[src/rtl/lsq_pkg.sv]
// Load/store queue shared definitions: funct3 encodings, the NULL tag,
// FSM state encoding and a width-compare helper.
package lsq_pkg;

  localparam logic [2:0] OP_B  = 3'd0;
  localparam logic [2:0] OP_H  = 3'd1;
  localparam logic [2:0] OP_W  = 3'd2;
  localparam logic [2:0] OP_BU = 3'd4;
  localparam logic [2:0] OP_HU = 3'd5;

  localparam int NULL_TAG = 0;

  typedef logic [1:0] lsq_state_t;

  localparam lsq_state_t S_IDLE  = 2'd0;
  localparam lsq_state_t S_LOAD  = 2'd1;
  localparam lsq_state_t S_STORE = 2'd2;
  localparam lsq_state_t S_DRAIN = 2'd3;

  // Byte/half/word size lives in the low two funct3 bits.
  function automatic logic same_width(input logic [2:0] a,
                                      input logic [2:0] b);
    return a[1:0] == b[1:0];
  endfunction

endpackage

[src/rtl/lsq_load_extend.sv]
// Combinational load-data extension by funct3.
// Ports: op (funct3), raw (memory word), data (extended result).
module lsq_load_extend
  import lsq_pkg::*;
(
  input  logic [2:0]  op,
  input  logic [31:0] raw,
  output logic [31:0] data
);

  always_comb begin
    data = raw;
    case (op)
      OP_B:    data = {{24{raw[7]}}, raw[7:0]};
      OP_H:    data = {{16{raw[15]}}, raw[15:0]};
      OP_BU:   data = {24'd0, raw[7:0]};
      OP_HU:   data = {16'd0, raw[15:0]};
      default: data = raw;
    endcase
  end

endmodule

[src/rtl/load_store_queue.sv]
// In-order load/store queue with operand snooping, commit tracking,
// rollback, and a single outstanding memory access.
// Ports: clk/rst (sync, active-high), alloc_* enqueue, cdb_* snoop,
// commit_*, rollback, mem_* request/response, ld_* load broadcast, full.
// Option: LSQ_STORE_FORWARD_EN enables last-store to load forwarding.
module load_store_queue
  import lsq_pkg::*;
#(
  parameter int DEPTH = 8,
  parameter int TAG_W = 4,
  parameter int CDB_N = 2
) (
  input  logic                  clk,
  input  logic                  rst,
  output logic                  full,
  input  logic                  alloc_valid,
  input  logic                  alloc_store,
  input  logic [2:0]            alloc_op,
  input  logic [TAG_W-1:0]      alloc_tag,
  input  logic [31:0]           alloc_base_v,
  input  logic [TAG_W-1:0]      alloc_base_q,
  input  logic [31:0]           alloc_data_v,
  input  logic [TAG_W-1:0]      alloc_data_q,
  input  logic [31:0]           alloc_imm,
  input  logic [CDB_N-1:0]      cdb_valid,
  input  logic [CDB_N*TAG_W-1:0] cdb_tag,
  input  logic [CDB_N*32-1:0]   cdb_data,
  input  logic                  commit_valid,
  input  logic [TAG_W-1:0]      commit_tag,
  input  logic                  rollback,
  output logic                  mem_req,
  output logic                  mem_we,
  output logic [31:0]           mem_addr,
  output logic [2:0]            mem_op,
  output logic [31:0]           mem_wdata,
  input  logic                  mem_ready,
  input  logic [31:0]           mem_rdata,
  output logic                  ld_valid,
  output logic [TAG_W-1:0]      ld_tag,
  output logic [31:0]           ld_data
);

  localparam int PW = $clog2(DEPTH);
  localparam int CW = PW + 1;
  localparam logic [TAG_W-1:0] NQ = TAG_W'(NULL_TAG);

  logic             e_store [DEPTH];
  logic             e_cmt   [DEPTH];
  logic [2:0]       e_op    [DEPTH];
  logic [TAG_W-1:0] e_tag   [DEPTH];
  logic [TAG_W-1:0] e_bq    [DEPTH];
  logic [TAG_W-1:0] e_dq    [DEPTH];
  logic [31:0]      e_bv    [DEPTH];
  logic [31:0]      e_dv    [DEPTH];
  logic [31:0]      e_imm   [DEPTH];

  logic [PW-1:0]    head, tail;
  logic [CW-1:0]    count, cmt_cnt, resident;
  lsq_state_t       state;
  logic [TAG_W-1:0] cur_tag;
  logic [2:0]       cur_op;

  logic [DEPTH-1:0] in_use, cmt_hit;
  logic             any_cmt, head_ready, issue;
  logic             alloc_ok, store_done, fwd_hit;
  logic [31:0]      head_addr, ext_data, ext_raw;
  logic [2:0]       ext_op;

  // Resolve a pending operand against every broadcast source.
  function automatic logic [TAG_W+31:0] snoop(
    input logic [TAG_W-1:0] q,
    input logic [31:0]      v
  );
    logic [TAG_W-1:0] nq;
    logic [31:0]      nv;
    nq = q;
    nv = v;
    if (q != NQ) begin
      for (int c = 0; c < CDB_N; c++) begin
        if (cdb_valid[c] &&
            cdb_tag[c*TAG_W +: TAG_W] == q) begin
          nq = NQ;
          nv = cdb_data[c*32 +: 32];
        end
      end
      if (ld_valid && ld_tag == q) begin
        nq = NQ;
        nv = ld_data;
      end
    end
    return {nq, nv};
  endfunction

  always_comb begin
    in_use  = '0;
    cmt_hit = '0;
    for (int i = 0; i < DEPTH; i++) begin
      in_use[i] = {1'b0, PW'(PW'(i) - head)} < count;
      cmt_hit[i] = commit_valid && in_use[i] &&
                   e_store[i] && !e_cmt[i] &&
                   e_tag[i] == commit_tag;
    end
  end

  assign any_cmt    = |cmt_hit;
  assign full       = count == CW'(DEPTH);
  assign head_addr  = e_bv[head] + e_imm[head];
  assign head_ready = count != '0 && e_bq[head] == NQ &&
                      (!e_store[head] ||
                       (e_cmt[head] && e_dq[head] == NQ));
  assign issue      = state == S_IDLE && head_ready && !rollback;
  assign alloc_ok   = alloc_valid && !full && !rollback;
  assign store_done = state == S_STORE && mem_ready;
  // An in-flight store already left the queue but is still counted.
  assign resident   = cmt_cnt - CW'(state == S_STORE);

`ifdef LSQ_STORE_FORWARD_EN
  logic        fwd_v;
  logic [31:0] fwd_addr, fwd_data;
  logic [2:0]  fwd_op;

  assign fwd_hit = issue && !e_store[head] && fwd_v &&
                   fwd_addr == head_addr &&
                   same_width(fwd_op, e_op[head]);
  assign ext_op  = state == S_LOAD ? cur_op : e_op[head];
  assign ext_raw = state == S_LOAD ? mem_rdata : fwd_data;
`else
  assign fwd_hit = 1'b0;
  assign ext_op  = cur_op;
  assign ext_raw = mem_rdata;
`endif

  lsq_load_extend u_ext (
    .op   (ext_op),
    .raw  (ext_raw),
    .data (ext_data)
  );

  always_ff @(posedge clk) begin
    for (int i = 0; i < DEPTH; i++) begin
      {e_bq[i], e_bv[i]} <= snoop(e_bq[i], e_bv[i]);
      {e_dq[i], e_dv[i]} <= snoop(e_dq[i], e_dv[i]);
      if (cmt_hit[i] && !rollback) e_cmt[i] <= 1'b1;
    end
    if (alloc_ok) begin
      e_store[tail] <= alloc_store;
      e_op[tail]    <= alloc_op;
      e_tag[tail]   <= alloc_tag;
      e_imm[tail]   <= alloc_imm;
      e_cmt[tail]   <= 1'b0;
      {e_bq[tail], e_bv[tail]} <= snoop(alloc_base_q, alloc_base_v);
      {e_dq[tail], e_dv[tail]} <= snoop(alloc_data_q, alloc_data_v);
    end
  end

  always_ff @(posedge clk) begin
    if (rst) begin
      head      <= '0;
      tail      <= '0;
      count     <= '0;
      cmt_cnt   <= '0;
      state     <= S_IDLE;
      mem_req   <= 1'b0;
      mem_we    <= 1'b0;
      mem_addr  <= '0;
      mem_op    <= '0;
      mem_wdata <= '0;
      ld_valid  <= 1'b0;
      ld_tag    <= '0;
      ld_data   <= '0;
      cur_tag   <= '0;
      cur_op    <= '0;
`ifdef LSQ_STORE_FORWARD_EN
      fwd_v     <= 1'b0;
      fwd_addr  <= '0;
      fwd_data  <= '0;
      fwd_op    <= '0;
`endif
    end else begin
      mem_req  <= 1'b0;
      ld_valid <= 1'b0;
      // Committed stores form the oldest prefix, so they survive.
      if (rollback) begin
        count <= resident;
        tail  <= head + PW'(resident);
      end else begin
        count <= count + CW'(alloc_ok) - CW'(issue);
        if (alloc_ok) tail <= tail + PW'(1);
      end
      if (issue) head <= head + PW'(1);
      cmt_cnt <= cmt_cnt + CW'(any_cmt && !rollback)
                         - CW'(store_done);
      case (state)
        S_IDLE: begin
          if (issue) begin
            if (fwd_hit) begin
              ld_valid <= 1'b1;
              ld_tag   <= e_tag[head];
              ld_data  <= ext_data;
            end else begin
              mem_req   <= 1'b1;
              mem_we    <= e_store[head];
              mem_addr  <= head_addr;
              mem_op    <= e_op[head];
              mem_wdata <= e_dv[head];
              cur_tag   <= e_tag[head];
              cur_op    <= e_op[head];
              state     <= e_store[head] ? S_STORE : S_LOAD;
            end
`ifdef LSQ_STORE_FORWARD_EN
            if (e_store[head]) begin
              fwd_v    <= 1'b1;
              fwd_addr <= head_addr;
              fwd_data <= e_dv[head];
              fwd_op   <= e_op[head];
            end
`endif
          end
        end
        S_LOAD: begin
          if (mem_ready) begin
            state <= S_IDLE;
            if (!rollback) begin
              ld_valid <= 1'b1;
              ld_tag   <= cur_tag;
              ld_data  <= ext_data;
            end
          end else if (rollback) begin
            state <= S_DRAIN;
          end
        end
        S_STORE: if (mem_ready) state <= S_IDLE;
        S_DRAIN: if (mem_ready) state <= S_IDLE;
        default: state <= S_IDLE;
      endcase
    end
  end

endmodule

[config.mk]
export PLATFORM = sky130hd
export DESIGN_NAME = load_store_queue
export DESIGN_NICKNAME = d
export VERILOG_FILES = /design/src/rtl/lsq_pkg.sv /design/src/rtl/lsq_load_extend.sv /design/src/rtl/load_store_queue.sv
export SDC_FILE = /design/constraint.sdc
export NUM_CORES = 2
export LEC_CHECK = 0
export BUFFER_PORTS_ARGS = -buffer_cell sky130_fd_sc_hd__buf_2
export CAP_MARGIN = 5
export CORE_UTILIZATION = 40
export DETAILED_ROUTE_END_ITERATION = 8
export PLACE_DENSITY = 0.66
export SYNTH_ARGS = -nofsm -noshare
export SYNTH_HDL_FRONTEND = slang
export SYNTH_HIERARCHICAL = 1
export SYNTH_SLANG_ARGS = --single-unit
[constraint.sdc]
create_clock -name clk -period 4.9 [get_ports clk]
set_input_delay 0.98 -clock clk [delete_from_list [all_inputs] [get_ports clk]]
set_output_delay 0.98 -clock clk [all_outputs]
set_load 0.03 [all_outputs]
Word level (Yosys, flattened, before mapping)
Memories as Yosys holds them, arrays and structs flattened. A register that Yosys moved wholly into a read port is not among the register bits.
Index checks and enable logic that the tools add are counted.
{ "word_totals": {"output_inout_bits": 107, "inputBits": 228, "regBits": 695, "n_memories": 5, "word_cells": 510, "mem_bits_rw": 328} }
{ "memory_table": {"columns": ["memory", "depth", "width", "read_ports", "rd_ports_with_merged_regs", "wr", "line_no", "text"], "rows": [
  ["e_imm", 8, 32, 1, 1, 1, "load_store_queue.sv:55", "logic [31:0] e_imm [DEPTH];"],
  ["e_tag", 8, 4, 9, 1, 1, "load_store_queue.sv:50", "logic [TAG_W-1:0] e_tag [DEPTH];"],
  ["e_op", 8, 3, 1, 1, 1, "load_store_queue.sv:49", "logic [2:0] e_op [DEPTH];"],
  ["e_cmt", 8, 1, 9, 1, 9, "load_store_queue.sv:48", "logic e_cmt [DEPTH];"],
  ["e_store", 8, 1, 9, 1, 1, "load_store_queue.sv:47", "logic e_store [DEPTH];"]
]} }
{ "classes": {"muxes": 208, "n_reduce_logical": 147, "n_eq_ne": 72, "bitwise": 6, "addsub": 17, "magnitude_cmp": 11} }
{ "ops": {"columns": ["operator", "count"], "rows": [
  ["$mux W32", 81],
  ["$bwmux W256", 2],
  ["$mux W256", 2],
  ["$mux W4", 80],
  ["$eq A4 B4 Y1", 62],
  ["$bmux W32 S3", 2],
  ["$pmux W32 S4", 1],
  ["$logic_and A1 B1 Y1", 104],
  ["$demux W32 S3", 1],
  ["$reduce_bool A4 Y1", 19],
  ["$bwmux W32", 2],
  ["$add A32 B32 Y32", 1],
  ["$lt A3 B4 Y1", 8],
  ["$bmux W4 S3", 2],
  ["$mux W3", 8],
  ["$mux W1", 20],
  ["$demux W4 S3", 1],
  ["$sub A3 B3 Y3 const A", 4],
  ["$sub A4 B1 Y4", 3],
  ["$logic_not A1 Y1", 11],
  ["$mux W2", 5],
  ["$add A4 B1 Y4", 2],
  ["$ge A4 B4 Y1 const B", 2],
  ["$logic_not A4 Y1", 2],
  ["other kinds (25)", 36]
]} }

Logic depth before layout (Yosys ltp)
{ "depth": {"word_depth": 12, "mapped_depth": 19} }

Modules after synthesis
The synthesis kept the hierarchy.
{ "by_module_without_submodules": {"columns": ["mod", "area_per_inst_um2", "cells_each", "n_inst", "seq_area_each_um2"], "rows": [
  ["load_store_queue", 63519.7, 7223, 1, 23882.9],
  ["lsq_load_extend", 355.3, 67, 1, 0.0]
]} }

Worst setup path after synthesis
OpenSTA, ideal clock, no wires.
{ "synth_timing": {"path_type": "register to register", "start": "reg head[0]", "end": "reg mem_addr[28]", "arrival_time_ns": 4.592, "required_ns": 4.814, "setup_ns": 0.086, "slack_ns": 0.223, "stages_incl_launch_ff": 19, "path_cell_list": "dfxtp_1 buf_2 clkbuf_1 clkbuf_1 buf_2 buf_2 mux4_2 nand2_1 nand2_1 ha_1 clkbuf_1 and2_1 a311oi_1 a21boi_0 or3_1 o21ai_0 a21boi_0 xnor2_1 a211oi_1"} }
{ "synth_via": {"elab_chain_len": 11, "elab_cells_between_ends": 20} }
{ "synth_rtl": {"columns": ["element", "line_no", "text"], "rows": [
  ["start: declaration", "load_store_queue.sv:57", "logic [PW-1:0] head, tail;"],
  ["start signal: assignment", "load_store_queue.sv:190", "if (issue) head <= head + PW'(1);"],
  ["$not A3 Y4 (not written as such) *", "load_store_queue.sv:107, load_store_queue.sv:108, load_store_queue.sv:110", null],
  ["branches (longest 10 deep; another with $add A32 B32 Y32)", null, null],
  ["end signal: assignment", "load_store_queue.sv:203", "mem_addr <= head_addr;"],
  ["end: declaration", "load_store_queue.sv:33", "output logic [31:0] mem_addr,"]
]} }
Every way passes the cells marked *. The select of a mux whose other input is x is not followed.
A chain may end at the register's enable or synchronous reset.

Worst setup path after layout
{ "layout_timing": {"start": "reg head[0]", "end": "reg mem_addr[25]"} }
Same word-level chain as after synthesis.

==> flow_summary_export.csv <==
group,metric,value,unit
synth,yosys_warnings,6,
finish,nets,7370,
run_status,status,"finished clean",
detailed_routing,via_count,62600,
synth,synth.area.top_cells,"dfxtp_1 22%, edfxtp_1 15%, mux4_2 7.5%",
sta,fin_worst_skew,0.0610,ns
setup_path,crit_chain,"buf_12, mux4_2, nand2_1, nand2_1, ha_1, a21oi_1, o21ai_0, a22oi_1, a31oi_1, o32ai_1, o21ai_0, and2_1, o32ai_1",
detailed_routing,wl_per_cell,30.7,um
cts,cts_tree,"done",
sta,layout_min_cycle_time,4.39,ns
setup_path,cpLargestDelayFamily,"compound AO/OA/AOI/OAI gates",
synth,ys_seq_elements,1033,
synth,synth_top_area_share,22.3,%
floorplanning,io_pins,335,
sta,slew_viol_final,0,
synth,synth_ff_type,"dfxtp_1",
setup_path,worst_setup_path_start_kind,"register",
finish,final_area,70900,um^2
finish,drive_above_1_share,14.8,%
sta,max_slew_margin,18.4,%
setup_path,crit_type,"register to register",
sta,clock.fmax,228,MHz
power_and_ir_drop,p_seq_share,36.4,%
floorplanning,die_h,402,um
cts,cts_resized,0,
cts,cts.reportedPaths.clkPinSlew,0.06,ns
power_and_ir_drop,power_density,459,nW/um^2
grt,antenna_found_initial,35,
placed_design,pre_cts_ws,0.650,ns
sta,hold_slack,0.425,ns
synth,syn_inst,7290,
floorplanning,die_x,402,um
setup_path,path_buf_inv,1,
cts,cts_root_buf,"clkbuf_16",
cts,clockBufferDepth,3,
power_and_ir_drop,pwr-share-comb,35.9,%
synth,yosysTopAreaCell,"dfxtp_1",
synth,syn-num-nets,7582,
job,max_cap_viol_count,0,
finish,fillers,15000,
power_and_ir_drop,clock_power_share,27.7,%
setup_path,cp_slowest_cell,"dfxtp_4",
setup_path,critPathRequiredTime,5.58,ns
floorplanning,dieArea,161000,um^2
floorplanning,start_util,40.3,%
sta,min_period_over_period,89.5,%
finish,syn_to_final_growth,11.0,%
setup_path,crit_path_end_kind,"register",
detailed_routing,drt-initial-drc-count,8872,
placed_design,gp_congestion,0.927,
setup_path,worstPathMaxFanout,25,
cts,cts_setup_buffers,0,
sta,setup_ws,0.514,ns
detailed_routing,vias_per_cell,6.77,
finish,ff_latch_area,23900,um^2
finish,multi_input_comb_area,36500,um^2
synth,synth_edf_count,320,
sta,rsz0062_at_grt,"no",
grt,grt_max_degree,87,
detailed_routing,wirelength,284,mm
floorplanning,rows,146,
sta,tightest_slew,1.22,ns
synth,synthArstFlopShare,0,%
synth,synth.cell_area,63900,um^2
placed_design,hpwl,172,mm
floorplanning,core-area,158000,um^2
placed_design,placedInstanceArea,67100,um^2
sta,hold_viol,0,
placed_design,port_buffers,334,
cts,hold_buffers,0,
cts,numCtsBuffers,115,
cts,clock-sinks,1033,
sta,finalSetupViolCount,0,
power_and_ir_drop,p_int,20.7,mW
power_and_ir_drop,vdd_drop_max,0.000550,V
grt,grt_first_pass_wirelength,407,mm
setup_path,critical_path.max_stage_delay,0.66,ns
sta,final.setup.tns,0,ns
detailed_routing,drc,0,
grt,grt_use_total,33.9,%
cts,cts_max_level,3,
detailed_routing,first_pass_iters,9,
power_and_ir_drop,p_leak,27.7,nW
grt,gr-total-overflow,0,
power_and_ir_drop,switchingPower,11.8,mW
synth,synth.distinct_cells,76,
detailed_routing,ant_nets,0,
grt,grt_pass1_vias,59300,
synth,avgSynthCellArea,8.76,um^2
setup_path,crit_arrival,5.07,ns
cts,insertion_delay,0.79,ns
worst_hold_path,hp-class,"register to register",
finish,final_core_util,44.8,%
power_and_ir_drop,switching_share,36.4,%
synth,yosysSeqAreaShare,37.4,%
[layout make-up]
cell class,instances,share of cell area [%]
multi-input cells,5258,51.4
flip-flops and latches,1033,33.7
repair buffers,544,5.08
clock buffers,160,4.60
well taps,2072,3.66
clock inverters,53,0.797
inverters,126,0.716
diodes,13,0.0459
[cells by family (layout without fill, tap and decap cells)]
group                    after synthesis  count (layout)  synth area share, %
AO/OA/AOI/OAI                       2215            2215                 23.1
buffers and inverters                999             883                 6.16
flip-flops                          1033            1033                 37.4
adder cells (fa/ha/maj)               64              64                 1.30
multiplexers                         690             690                 15.1
other                                  0              13                    0
AND/OR/NAND/NOR                     2005            2005                 13.1
XOR/XNOR                             284             284                 3.89
[power by group through the flow]
stage / Clock [mW] / Combinational (mW) / Sequential (mW)
after CTS: 9.03 / 11.3 / 11.8
after floorplan: 0 / 8.35 / 11.6
after global routing: 9.35 / 12.5 / 12.0
after global placement: 0 / 10.9 / 11.9
final: 9.01 / 11.7 / 11.8
after detailed placement: 0 / 11.2 / 12.0
[final timing paths]
check | startpoint | endpoint | slack, ns | cells past startpoint
max reg2reg | head[0]$_SDFFE_PP0P_ | mem_addr[25]$_SDFFE_PP0P_ | 0.51 | 13
min reg2reg | cur_tag[2]$_SDFFE_PP0P_ | ld_tag[2]$_SDFFE_PP0P_ | 0.42 | 2
min | cur_tag[2]$_SDFFE_PP0P_ | ld_tag[2]$_SDFFE_PP0P_ | 0.42 | 2
max | head[0]$_SDFFE_PP0P_ | mem_addr[25]$_SDFFE_PP0P_ | 0.51 | 13
[flip-flops by register name, summed over array words and instances (netlist names), 2 cells and up, named ones only]
| register | cells |
|---|---|
| e_cmt | 8 |
| e_imm | 256 |
| e_tag | 32 |
| mem_wdata | 32 |
| cur_op | 3 |
| ld_data | 32 |
| cur_tag | 4 |
| e_store | 8 |
| head | 3 |
| state | 2 |
| e_bq | 32 |
| e_dv | 256 |
| e_op | 24 |
| e_bv | 256 |
| mem_addr | 32 |
| e_dq | 32 |
| count | 4 |
| tail | 3 |
| ld_tag | 4 |
| cmt_cnt | 4 |
[worst min-delay path: cells and delay by family, from the launching register on]
kind | cells | cell delay (ns)
flip-flops | 1 | 0.31
AO/OA/AOI/OAI | 1 | 0.05
AND/OR/NAND/NOR | 1 | 0.05
[Yosys cell counts (all sizes together), types with 53 or more instances]
cell    number
nor2       825
nand2      769
clkbuf     717
dfxtp      713
a211oi     487
a21oi      473
mux2i      446
o21ai      442
edfxtp     320
mux4       214
a211o      201
xor2       183
nand3      160
buf        156
a21o       137
inv        124
nor3       108
xnor2      101
o22ai       96
o221ai      80
ha          60
a31oi       53
[cells in the final DEF, fill, tap and decap left out, drive strengths merged, types with 96 or more instances in the layout]
cell	netlist	routed
xnor2	101	101
o22ai	96	96
inv	124	131
dfxtp	713	713
nand3	160	160
a211o	201	201
a21o	137	137
clkbuf	717	160
buf	156	544
nand2	769	769
o21ai	442	442
a21oi	473	473
xor2	183	183
mux2i	446	446
edfxtp	320	320
nor3	108	108
nor2	825	825
a211oi	487	487
mux4	214	214
[routing by layer]
layer / vias up / wire length (um) / track usage [%]
met5: - / 218 / 0.149
met4: 28 / 20100 / 20.2
met3: 1339 / 44400 / 13.5
li1: 26300 / - / -
met1: 30000 / 104000 / 42.7
met2: 4987 / 115000 / 48.4
[stage by stage]
step	std cells	total power [mW]
5_1_grt	9250	33.9
3_3_place_gp	9033	22.8
4_1_cts	9246	32.1
6_report	9259	32.5
2_1_floorplan	7290	19.9
3_5_place_dp	9033	23.2
Note: power is estimated with default switching activity, not from simulation.
